$ cat src/rtl/disp_scan.sv
// Multiplexed seven-segment scanner: double-buffered value, one digit per SCAN_DIV cycles.
// Optional leading-zero blanking is compiled in with `define DISP_SCAN_LZB_EN.
module disp_scan #(
    parameter int NUM_DIGITS = 4,
    parameter int SCAN_DIV   = 1024
) (
    input  logic                    clk,
    input  logic                    n_rst,
    input  logic [4*NUM_DIGITS-1:0] value,
    input  logic                    load,
    input  logic                    blank,
    output logic [3:0]              nibble,
    output logic                    digit_en,
    output logic [NUM_DIGITS-1:0]   digit_sel,
    output logic                    frame_done
);

    localparam int PRE_W = (SCAN_DIV > 1) ? $clog2(SCAN_DIV) : 1;
    localparam int IDX_W = $clog2(NUM_DIGITS);
    localparam int VAL_W = 4 * NUM_DIGITS;
    localparam logic [PRE_W-1:0] PRE_LAST = PRE_W'(SCAN_DIV - 1);
    localparam logic [IDX_W-1:0] IDX_LAST = IDX_W'(NUM_DIGITS - 1);

    logic [PRE_W-1:0]      pre_q, pre_d;
    logic [IDX_W-1:0]      idx_q, idx_d;
    logic [VAL_W-1:0]      shadow_q, shadow_d;
    logic [VAL_W-1:0]      active_q, active_d;
    logic                  pending_q, pending_d;
    logic [3:0]            nibble_q, nibble_d;
    logic                  digit_en_q, digit_en_d;
    logic [NUM_DIGITS-1:0] digit_sel_q, digit_sel_d;
    logic                  frame_done_q, frame_done_d;
    logic                  tick;
    logic                  wrap;

`ifdef DISP_SCAN_LZB_EN
    logic [NUM_DIGITS-1:0] keep;
    logic                  nz_acc;
`endif

    always_comb begin
        tick = (pre_q == PRE_LAST);
        wrap = tick && (idx_q == IDX_LAST);

        pre_d = tick ? '0 : pre_q + 1'b1;
        idx_d = idx_q;
        if (tick) begin
            idx_d = wrap ? '0 : idx_q + 1'b1;
        end

        // A load on the wrap tick bypasses the shadow so it shows on the very next edge.
        shadow_d  = shadow_q;
        active_d  = active_q;
        pending_d = pending_q;
        if (load) begin
            shadow_d = value;
            if (wrap) begin
                active_d  = value;
                pending_d = 1'b0;
            end else begin
                pending_d = 1'b1;
            end
        end else if (wrap && pending_q) begin
            active_d  = shadow_q;
            pending_d = 1'b0;
        end

        digit_sel_d  = NUM_DIGITS'(1) << idx_d;
        nibble_d     = active_d[{idx_d, 2'b00} +: 4];
        frame_done_d = wrap;

`ifdef DISP_SCAN_LZB_EN
        // keep[i] is set when any nibble from i upward is non-zero; digit 0 always lit.
        keep   = '0;
        nz_acc = 1'b0;
        for (int i = NUM_DIGITS - 1; i >= 0; i--) begin
            nz_acc  = nz_acc | (|active_d[4*i +: 4]);
            keep[i] = nz_acc;
        end
        keep[0]    = 1'b1;
        digit_en_d = !blank && keep[idx_d];
`else
        digit_en_d = !blank;
`endif
    end

    always_ff @(posedge clk or negedge n_rst) begin
        if (!n_rst) begin
            pre_q        <= '0;
            idx_q        <= '0;
            shadow_q     <= '0;
            active_q     <= '0;
            pending_q    <= 1'b0;
            nibble_q     <= 4'h0;
            digit_en_q   <= 1'b0;
            digit_sel_q  <= NUM_DIGITS'(1);
            frame_done_q <= 1'b0;
        end else begin
            pre_q        <= pre_d;
            idx_q        <= idx_d;
            shadow_q     <= shadow_d;
            active_q     <= active_d;
            pending_q    <= pending_d;
            nibble_q     <= nibble_d;
            digit_en_q   <= digit_en_d;
            digit_sel_q  <= digit_sel_d;
            frame_done_q <= frame_done_d;
        end
    end

    assign nibble     = nibble_q;
    assign digit_en   = digit_en_q;
    assign digit_sel  = digit_sel_q;
    assign frame_done = frame_done_q;

endmodule

$ cat config.mk
export PLATFORM = sky130hd
export DESIGN_NAME = disp_scan
export DESIGN_NICKNAME = d
export VERILOG_FILES = /design/src/rtl/disp_scan.sv
export SDC_FILE = /design/constraint.sdc
export NUM_CORES = 1
export LEC_CHECK = 0
export BUFFER_PORTS_ARGS = -buffer_cell sky130_fd_sc_hd__buf_2
export CAP_MARGIN = 20
export CORE_ASPECT_RATIO = 0.6
export CORE_MARGIN = 5
export CORE_UTILIZATION = 40
export CTS_BUF_LIST = sky130_fd_sc_hd__clkbuf_4
export CTS_CLUSTER_SIZE = 30
export DETAILED_ROUTE_END_ITERATION = 12
export GPL_TIMING_DRIVEN = 0
export PLACE_DENSITY = 0.59
export REMOVE_ABC_BUFFERS = 1
export SLEW_MARGIN = 25
export SYNTH_ARGS = -nofsm -noshare
export SYNTH_HDL_FRONTEND = slang
export SYNTH_SLANG_ARGS = --single-unit
$ cat constraint.sdc
create_clock -name clk -period 1.8 [get_ports clk]
set_input_delay 0.36 -clock clk [delete_from_list [all_inputs] [get_ports clk]]
set_output_delay 0.36 -clock clk [all_outputs]
set_load 0.05 [all_outputs]
# Word-level counts from Yosys, hierarchy flattened
# Cells that the tools add are included.
# word_totals
ff_bits	55
inputBits	20
output_inout_bits	10
wordCells	28
# op_classes
addsub	2
n_eq_ne	2
n_shift	2
mux	9
reduce_logical	4
# op_table
op	count
16-bit 2-to-1 mux	3
16-bit by 5-bit variable part select with 4-bit output	1
10-bit by 1-bit adder with 10-bit output (second input constant)	1
10-bit == test (second input constant)	1
10-bit 2-to-1 mux	1
2-bit 2-to-1 mux	2
1-bit by 2-bit left shift with 4-bit output (first input constant)	1
1-bit 2-to-1 mux	3
2-bit by 1-bit adder with 2-bit output (second input constant)	1
2-bit == test (second input constant)	1
1-bit logical AND	2
2-bit nonzero test	1
1-bit logical NOT	1

# Longest topological paths before layout
# Gate-level depths: netlist (run 1).
# depth
word_depth	6
ltp_mapped	8
mapped_depth_nobuf	6

# Worst setup path after synthesis (run 1)
# OpenSTA, ideal clock, no wires.
# synth_path
path_type	register to register
startpoint	register pre_q[0]
endpoint	register nibble_q[0] (netlist: nibble[0])
setup_time_ps	133
arrival_time_ps	1713
t_required_ps	1667
path_slack_ps	-46
stages_incl_launch_ff	9
path_buffers	2
period_less_slack_ps	1846
path_cell_list	dfrtp_1 ha_1 and4_2 and3_1 buf_6 mux2i_4 buf_8 mux2i_1 mux2i_1
# synth_between
elab_chain_len	6
elab_cells_between_ends	9
classes_between	1 x eq/ne; 1 x shift; 5 x mux; 2 x reduce/logical
# synth_lines
element	line	rtl
from (decl)	24	logic [PRE_W-1:0] pre_q, pre_d;
from (signal assigned)	99	pre_q <= pre_d;
10-bit == test (*)	42	tick = (pre_q == PRE_LAST);
1-bit logical AND	43	wrap = tick && (idx_q == IDX_LAST);
1-bit logical AND	63	end else if (wrap && pending_q) begin
16-bit 2-to-1 mux	63	
16-bit 2-to-1 mux	55	if (load) begin
16-bit by 5-bit variable part select with 4-bit output (*)	69	nibble_d = active_d[{idx_d, 2'b00} +: 4];
named net nibble_d[0]	29	logic [3:0] nibble_q, nibble_d;
to (signal assigned)	104	nibble_q <= nibble_d;
to (decl)	29	
# Mark *: on every way through the listed nets, which the timed path passes. The rest lies on a longest branch.
# A chain may end at the register's enable or synchronous reset.

# Worst setup path in the final report (run 1)
# layout_path
startpoint	register pre_q[1]
endpoint	register nibble_q[1] (netlist: nibble[1])
# Same word-level chain as after synthesis.

==> results of run 1 <==
metrics by stage:
stage                     hold slack [ns]  cells  total power [mW]  instance area, um2  TNS [ns]
final                              0.0276    290              2.04                2710    -0.231
after CTS                          0.0338    287              2.07                2680    -0.120
after global placement              0.464    269              1.53                2500    -10.88
after floorplan                    0.0644    160              1.45                2250     -1.22
after global routing               0.0539    290              2.15                2710     -1.07
after detailed placement            0.451    269              1.54                2500    -12.13
cells in the mapped netlist:
library cell	instances
o21ai_0	1
o211a_1	1
and4_1	2
xor2_1	5
and3_1	2
nor2_1	11
o2bb2ai_1	16
and4_2	1
clkbuf_1	5
xnor2_1	2
ha_1	2
buf_2	2
mux2i_1	12
buf_6	4
mux2i_4	2
dfrtp_1	54
mux2_2	16
nand4_2	1
and2b_2	1
nand4_1	2
nand3_1	3
buf_8	1
dfstp_2	1
a22oi_1	16
nor2b_1	1
nand2_1	3
inv_1	4
o211ai_1	1
metal layers:
metal	routed length, um	up-vias	global-route usage (%)
li1	-	699	-
met1	2120	733	17.6
met2	2090	24	20.2
met3	177	4	3.63
met4	41	0	3.78
met5	0	-	0
power by group through the flow:
stage | registers [mW] | logic, mW | clock network (mW)
4_1_cts | 1.32 | 0.198 | 0.557
6_report | 1.32 | 0.192 | 0.530
5_1_grt | 1.33 | 0.217 | 0.606
3_3_place_gp | 1.34 | 0.187 | 0
2_1_floorplan | 1.36 | 0.0911 | 0
3_5_place_dp | 1.34 | 0.197 | 0
final timing paths:
| path | end | slack, ns | depth (start not counted) |
|---|---|---|---|
| max | nibble[1]$_DFF_PN0_ | -0.07 | 7 |
| min | active_q[0]$_DFF_PN0_ | 0.03 | 1 |
| max reg2reg | nibble[1]$_DFF_PN0_ | -0.07 | 7 |
| min reg2reg | active_q[13]$_DFF_PN0_ | 0.51 | 1 |
| max in group asynchronous | pre_q[4]$_DFF_PN0_ | 1.28 | 1 |
| min in group clk | digit_en$_DFF_PN0_ | 0.13 | 2 |
cells by family (layout without fill, tap and decap cells):
| group | after synthesis | after routing | synth area share [%] |
|---|---|---|---|
| xor gates and xnor gates | 7 | 7 | 2.62 |
| buffers and inverters | 16 | 54 | 4.43 |
| and+or+nand+nor | 27 | 27 | 6.30 |
| muxes | 30 | 30 | 14.7 |
| adders and majority gates | 2 | 2 | 1.07 |
| AOI/OAI and AO/OA | 35 | 35 | 12.1 |
| DFF | 55 | 55 | 58.8 |
timing repair:
action	4_1_cts	5_1_grt
buffers inserted	10	3
pin swaps	2	2
setup endpoints to repair	26	8
gates resized for setup	9	5
flip-flops by register name (all words and copies together), names as in the netlist:
| name | cells |
|---|---|
| idx_q | 2 |
| pre_q | 10 |
| frame_done | 1 |
| pending_q | 1 |
| nibble | 4 |
| digit_sel | 4 |
| digit_en | 1 |
| active_q | 16 |
| shadow_q | 16 |
area by class of cell:
type / count / area, um2 / area share [%]
multi-input combinational: 101 / 893 / 33.0
tap: 80 / 100 / 3.69
sequential: 55 / 1380 / 50.9
clock buffer: 6 / 45.0 / 1.66
inverter: 4 / 15.0 / 0.554
clock inverter: 2 / 12.5 / 0.462
timing repair buffer: 42 / 265 / 9.79
worst max-delay path, stage by stage, from the launching register on:
cell	delay, ns
dfrtp_1	0.38
ha_2	0.19
and4_4	0.21
and3_4	0.24
mux2i_4	0.28
buf_12	0.15
mux2i_1	0.18
mux2i_1	0.11
layout by cell type (no fill, tap or decap), drive strengths merged, types with 4 or more instances in the layout:
cell / n
xor2: 5
mux2i: 14
dfrtp: 54
clkbuf: 6
o2bb2ai: 16
buf: 42
a22oi: 16
inv: 4
mux2: 16
nor2: 11
==> metrics.md, run 1 <==
| Metric | Value |
|---|---|
| Nets | 231 |
| Root Buffer | clkbuf_4 |
| Core area | 5620 um2 |
| Initial drt markers | 43 |
| CP max FO | 6 |
| Final setup violating endpoints | 6 |
| Largest net degree at the start of global routing | 56 |
| Hold_buf cts | 0 |
| Tcrit/Tclk final | 104% |
| Fraction of layout cells with a size suffix above 1 | 38.1% |
| Routed Antenna Nets | 0 |
| Max Cap Viol | 0 |
| Initial Util | 41.7% |
| Clk pwr share | 26.0% |
| Synth top area share | 57.7% |
| Vias/cell | 5.03 |
| Count of state elements after synthesis | 55 |
| Worst Hold Class | in -> async |
| Final worst slack | -0.0725 ns |
| Pwr dens | 753 nW/um2 |
| Initial antenna violation count | 0 |
| Lkg Pwr | 1.34 nW |
| GR Util All Layers | 13.0% |
| Sequential area share after synthesis | 58.8% |
| PortBufs | 29 |
| RSZ-0062 raised after global routing | yes |
| DIE HEIGHT | 69.3 um |
| Worst r2r src | pre_q[1]$_DFF_PN0_ |
| Grt total ovfl | 0 |
| Net Sw Frac | 24.2% |
| I/O pin count | 30 |
| Die Width | 109 um |
| Cells after Synth | 172 |
| Post-synth top area cell | dfrtp_1 |
| Cell internal pwr | 1.55 mW |
| Routability congestion estimate from global placement | 0.757 |
| Vias in the first global route | 1595 |
| Worst Setup SP | pre_q[1]$_DFF_PN0_ |
| Syn avg cell area | 13.6 um2 |
| Core Util, Final | 48.2% |
| DIE AREA | 7540 um2 |
| P&R area growth vs syn | 15.6% |
| Slew HR | 54.1% |
| Clk slew on worst S/H paths | 0.15 ns |
| Clock Sinks | 55 |
| DP Worst Slack | -0.729 ns |
| Logic pwr share | 9.4% |
| Hold Violations, Final | 0 |
| Tightest Pin Transition | 0.689 ns |
| Max Freq | 534 MHz |
| Hpwl dp | 2980 um |
| Final Skew | 0.0161 ns |
| Deepest clock path buffer count | 2 |
| Final WL | 4440 um |
| Dominant cells by area after synthesis | dfrtp_1 58%, mux2_2 7.7%, o2bb2ai_1 6.0% |
| Crit path kind | reg -> reg |
| Violated checks | setup timing |
| Max Slew Vio Count | 0 |
| TritonCTS clock tree | yes |
| CP endpoint kind | flop |
| Clock Latency Late Sink | 0.36 ns |
| Sequential Power Share | 64.6% |
| Yosys cell types | 28 |
| Critical Path RT | 2.04 ns |
| DR WL/cell | 15.3 um |
| Psw | 0.494 mW |
| H-tree levels | 2 |
| DR vias | 1460 |
| First-pass GRT wire length | 7700 um |
| CP Launch Type | flop |
| Outcome | complete, but fails checks |
| Crit path DAT | 2.11 ns |
| DRT Pass-1 Iters | 4 |
| Fin crit period | 1.87 ns |
| Max VDD drop | 308 uV |
| Mapped Area | 2340 um2 |
| Antenna Diode Count | 0 |
| TritonCTS Buffers | 5 |
| Warnings from Yosys | 0 |
| Row count | 21 |
| # DRC | 0 |
| Filler instances | 533 |
(Power assumes the default switching activity.)
==> run 2: changes to the inputs <==
--- a/config.mk
+++ b/config.mk
@@ -9,12 +9,13 @@
 export CAP_MARGIN = 20
 export CORE_ASPECT_RATIO = 0.6
 export CORE_MARGIN = 5
-export CORE_UTILIZATION = 40
+export CORE_UTILIZATION = 53
 export CTS_BUF_LIST = sky130_fd_sc_hd__clkbuf_4
 export CTS_CLUSTER_SIZE = 30
 export DETAILED_ROUTE_END_ITERATION = 12
 export GPL_TIMING_DRIVEN = 0
-export PLACE_DENSITY = 0.59
+export HOLD_SLACK_MARGIN = 0.15
+export PLACE_DENSITY = 0.75
 export REMOVE_ABC_BUFFERS = 1
 export SLEW_MARGIN = 25
 export SYNTH_ARGS = -nofsm -noshare
==> run 2 against run 1 <==
The flow still finishes with violations (setup timing). Global-route usage rose by 4.7 points. Count of clock-buffer cells in the layout did not move. Sequential share of layout area fell by 0.51 points. Setup slack improved by 0.0055 ns. Clock power rose by 2%. Register-to-register slack barely moved. First-iteration DRC count rose by 44%. Worst hold slack improved by 0.18 ns. Total power rose by 1.2%. Critical path depth did not move. Combinational power rose by 6%. Fmax rose by 0.29%. Critical path type unchanged. Largest cell class unchanged. Largest power group unchanged.
==> metrics.md, run 2 (synthesized netlist as in run 1, its figures left out) <==
| Metric | Value |
|---|---|
| Outcome | complete, but fails checks (unchanged) |
| Violated checks | setup timing (unchanged) |
| TritonCTS Buffers | 5 (unchanged) |
| Initial Util | 55.9% (was 41.7%) |
| Antenna Diode Count | 0 (unchanged) |
| Grt total ovfl | 0 (unchanged) |
| Pwr dens | 755 nW/um2 (was 753 nW/um2) |
| Clk pwr share | 26.2% (was 26.0%) |
| Regs by FF count | active_q (16), shadow_q (16), pre_q (10) (unchanged) |
| Largest net degree at the start of global routing | 56 (unchanged) |
| Routability congestion estimate from global placement | 0.757 (about the same) |
| Placed cell area | 2480 um2 (was 2500 um2) |
| Clock Sinks | 55 (unchanged) |
| Final worst slack | -0.0670 ns (was -0.0725 ns) |
| Net Sw Frac | 24.8% (was 24.2%) |
| WHS Path Cells | 2 |
| Setup TNS | -0.176 ns (was -0.231 ns) |
| Row count | 18 (was 21) |
| RSZ-0062 raised after global routing | yes (unchanged) |
| Power Total | 2.07 mW (was 2.04 mW) |
| CP Launch Type | flop (unchanged) |
| DIE AREA | 5890 um2 (was 7540 um2) |
| P&R area growth vs syn | 16.7% (was 15.6%) |
| DRT Pass-1 Iters | 4 (unchanged) |
| GR Util All Layers | 17.7% (was 13.0%) |
| Initial drt markers | 62 (was 43) |
| Routed Antenna Nets | 0 (unchanged) |
| Fraction of layout cells with a size suffix above 1 | 38.5% (was 38.1%) |
| Hold path startpoint | value[10] |
| Clock Latency Late Sink | 0.38 ns (was 0.36 ns) |
| CP max FO | 5 (was 6) |
| PortBufs | 29 (unchanged) |
| DR vias | 1532 (was 1460) |
| Max VDD drop | 575 uV (was 308 uV) |
| Max Slew Vio Count | 0 (unchanged) |
| Initial antenna violation count | 0 (unchanged) |
| Commonest non-fill, non-tap cells in the layout | 54 x dfrtp_1, 28 x buf_2, 16 x a22oi_1, 16 x mux2_2, 13 x o2bb2ai_1 (was 53 x dfrtp_1, 28 x buf_2, 16 x a22oi_1, 16 x o2bb2ai_1, 16 x mux2_2) |
| Die Width | 95.8 um (was 109 um) |
| Critical Path RT | 2.08 ns (was 2.04 ns) |
| Logic pwr share | 9.8% (was 9.4%) |
| Final setup violating endpoints | 4 (was 6) |
| Hpwl dp | 2970 um (was 2980 um) |
| DIE HEIGHT | 61.5 um (was 69.3 um) |
| # DRC | 0 (unchanged) |
| Core area | 4190 um2 (was 5620 um2) |
| H-tree levels | 2 (unchanged) |
| Worst r2r src | pre_q[0]$_DFF_PN0_ (was pre_q[1]$_DFF_PN0_) |
| Nets | 234 (was 231) |
| Minimum hold slack | 0.213 ns (was 0.0276 ns) |
| TritonCTS clock tree | yes (unchanged) |
| Crit path DAT | 2.15 ns (was 2.11 ns) |
| R2R setup slack | -0.07 ns (about the same) |
| I/O pin count | 30 (unchanged) |
| Non-Filler Instances | 273 (was 290) |
| Hold Violations, Final | 0 (unchanged) |
| Core Util, Final | 65.3% (was 48.2%) |
| Cell internal pwr | 1.55 mW (about the same) |
| Tcrit/Tclk final | 104% (about the same) |
| First-pass GRT wire length | 7590 um (was 7700 um) |
| RR Endpoint | nibble[2]$_DFF_PN0_ (was nibble[1]$_DFF_PN0_) |
| Root Buffer | clkbuf_4 (unchanged) |
| Placed cell count | 249 (was 269) |
| Most common cell after layout, fill and taps aside | dfrtp_1 (unchanged) |
| Hold endpoint | shadow_q[10]$_DFFE_PN0P_ |
| Vias in the first global route | 1565 (was 1595) |
| Final WL | 4740 um (was 4440 um) |
| Max Freq | 536 MHz (was 534 MHz) |
| Path depth of the worst reg2reg path | 7 (unchanged) |
| CP endpoint kind | flop (unchanged) |
| Crit path kind | reg -> reg (unchanged) |
| Clk slew on worst S/H paths | 0.15 ns (about the same) |
| Max Cap Viol | 0 (unchanged) |
| Tightest Pin Transition | 0.687 ns (was 0.689 ns) |
| DP Worst Slack | -0.805 ns (was -0.729 ns) |
| Psw | 0.513 mW (was 0.494 mW) |
| Fin crit period | 1.87 ns (about the same) |
| Vias/cell | 5.61 (was 5.03) |
| Worst Hold Class | in -> reg (was in -> async) |
| DR WL/cell | 17.4 um (was 15.3 um) |
| Slew HR | 54.2% (was 54.1%) |
| Final Skew | 0.0121 ns (was 0.0161 ns) |
| Design area | 2740 um2 (was 2710 um2) |
| Sequential Power Share | 63.9% (was 64.6%) |
| Deepest clock path buffer count | 2 (unchanged) |
| Lkg Pwr | 1.34 nW (about the same) |
[run 2: worst max path at each step]
stage | start | end | slack, ns | cells after the start
floorplan | pre_q[0]$_DFF_PN0_ | nibble[0]$_DFF_PN0_ | -0.24 | 6
global placement | load | nibble[0]$_DFF_PN0_ | -0.65 | 6
detailed placement | load | nibble[0]$_DFF_PN0_ | -0.81 | 6
CTS | pre_q[1]$_DFF_PN0_ | nibble[2]$_DFF_PN0_ | -0.01 | 7
global route | pre_q[0]$_DFF_PN0_ | nibble[2]$_DFF_PN0_ | -0.14 | 7
finish | pre_q[0]$_DFF_PN0_ | nibble[2]$_DFF_PN0_ | -0.07 | 7
[run 2: final cells by class]
type	count	area, um2
clock buffer	6	45.0
clock inverter	2	12.5
fill	312	1450
inverter	4	15.0
multi-input combinational	101	913
sequential	55	1380
tap	60	75.1
timing repair buffer	45	297
[run 2: metal layers]
metal,wire length [um],part of all wire [%],vias up,GRT usage [%]
met4,71,1.5,0,7.89
met2,2380,50,46,30.8
met1,2030,43,773,21.0
met3,259,5.5,7,4.76
met5,0,0,-,0
li1,-,-,706,-
[run 2: worst max-delay path: stages (launching register included)]
cell and delay [ns]:
dfrtp_1 0.40, ha_2 0.19, and4_4 0.21, and3_4 0.24, mux2i_4 0.26, buf_6 0.16
mux2i_2 0.22, mux2i_1 0.09
[run 2: power by group through the flow]
stage | Combinational, mW | Clock, mW | Sequential (mW)
floorplan | 0.0911 | 0 | 1.36
global placement | 0.187 | 0 | 1.34
detailed placement | 0.197 | 0 | 1.34
CTS | 0.203 | 0.564 | 1.32
global route | 0.225 | 0.618 | 1.33
finish | 0.203 | 0.542 | 1.32
[run 2: timing repair]
item | 4_1_cts | 5_1_grt
endpoints found under the setup margin | 26 | 6
buffers inserted | 9 | 5
hold endpoints to repair | 55 | 0
hold buffers | 2 | 0
resized for setup | 11 | 6
pin swaps | 2 | 1
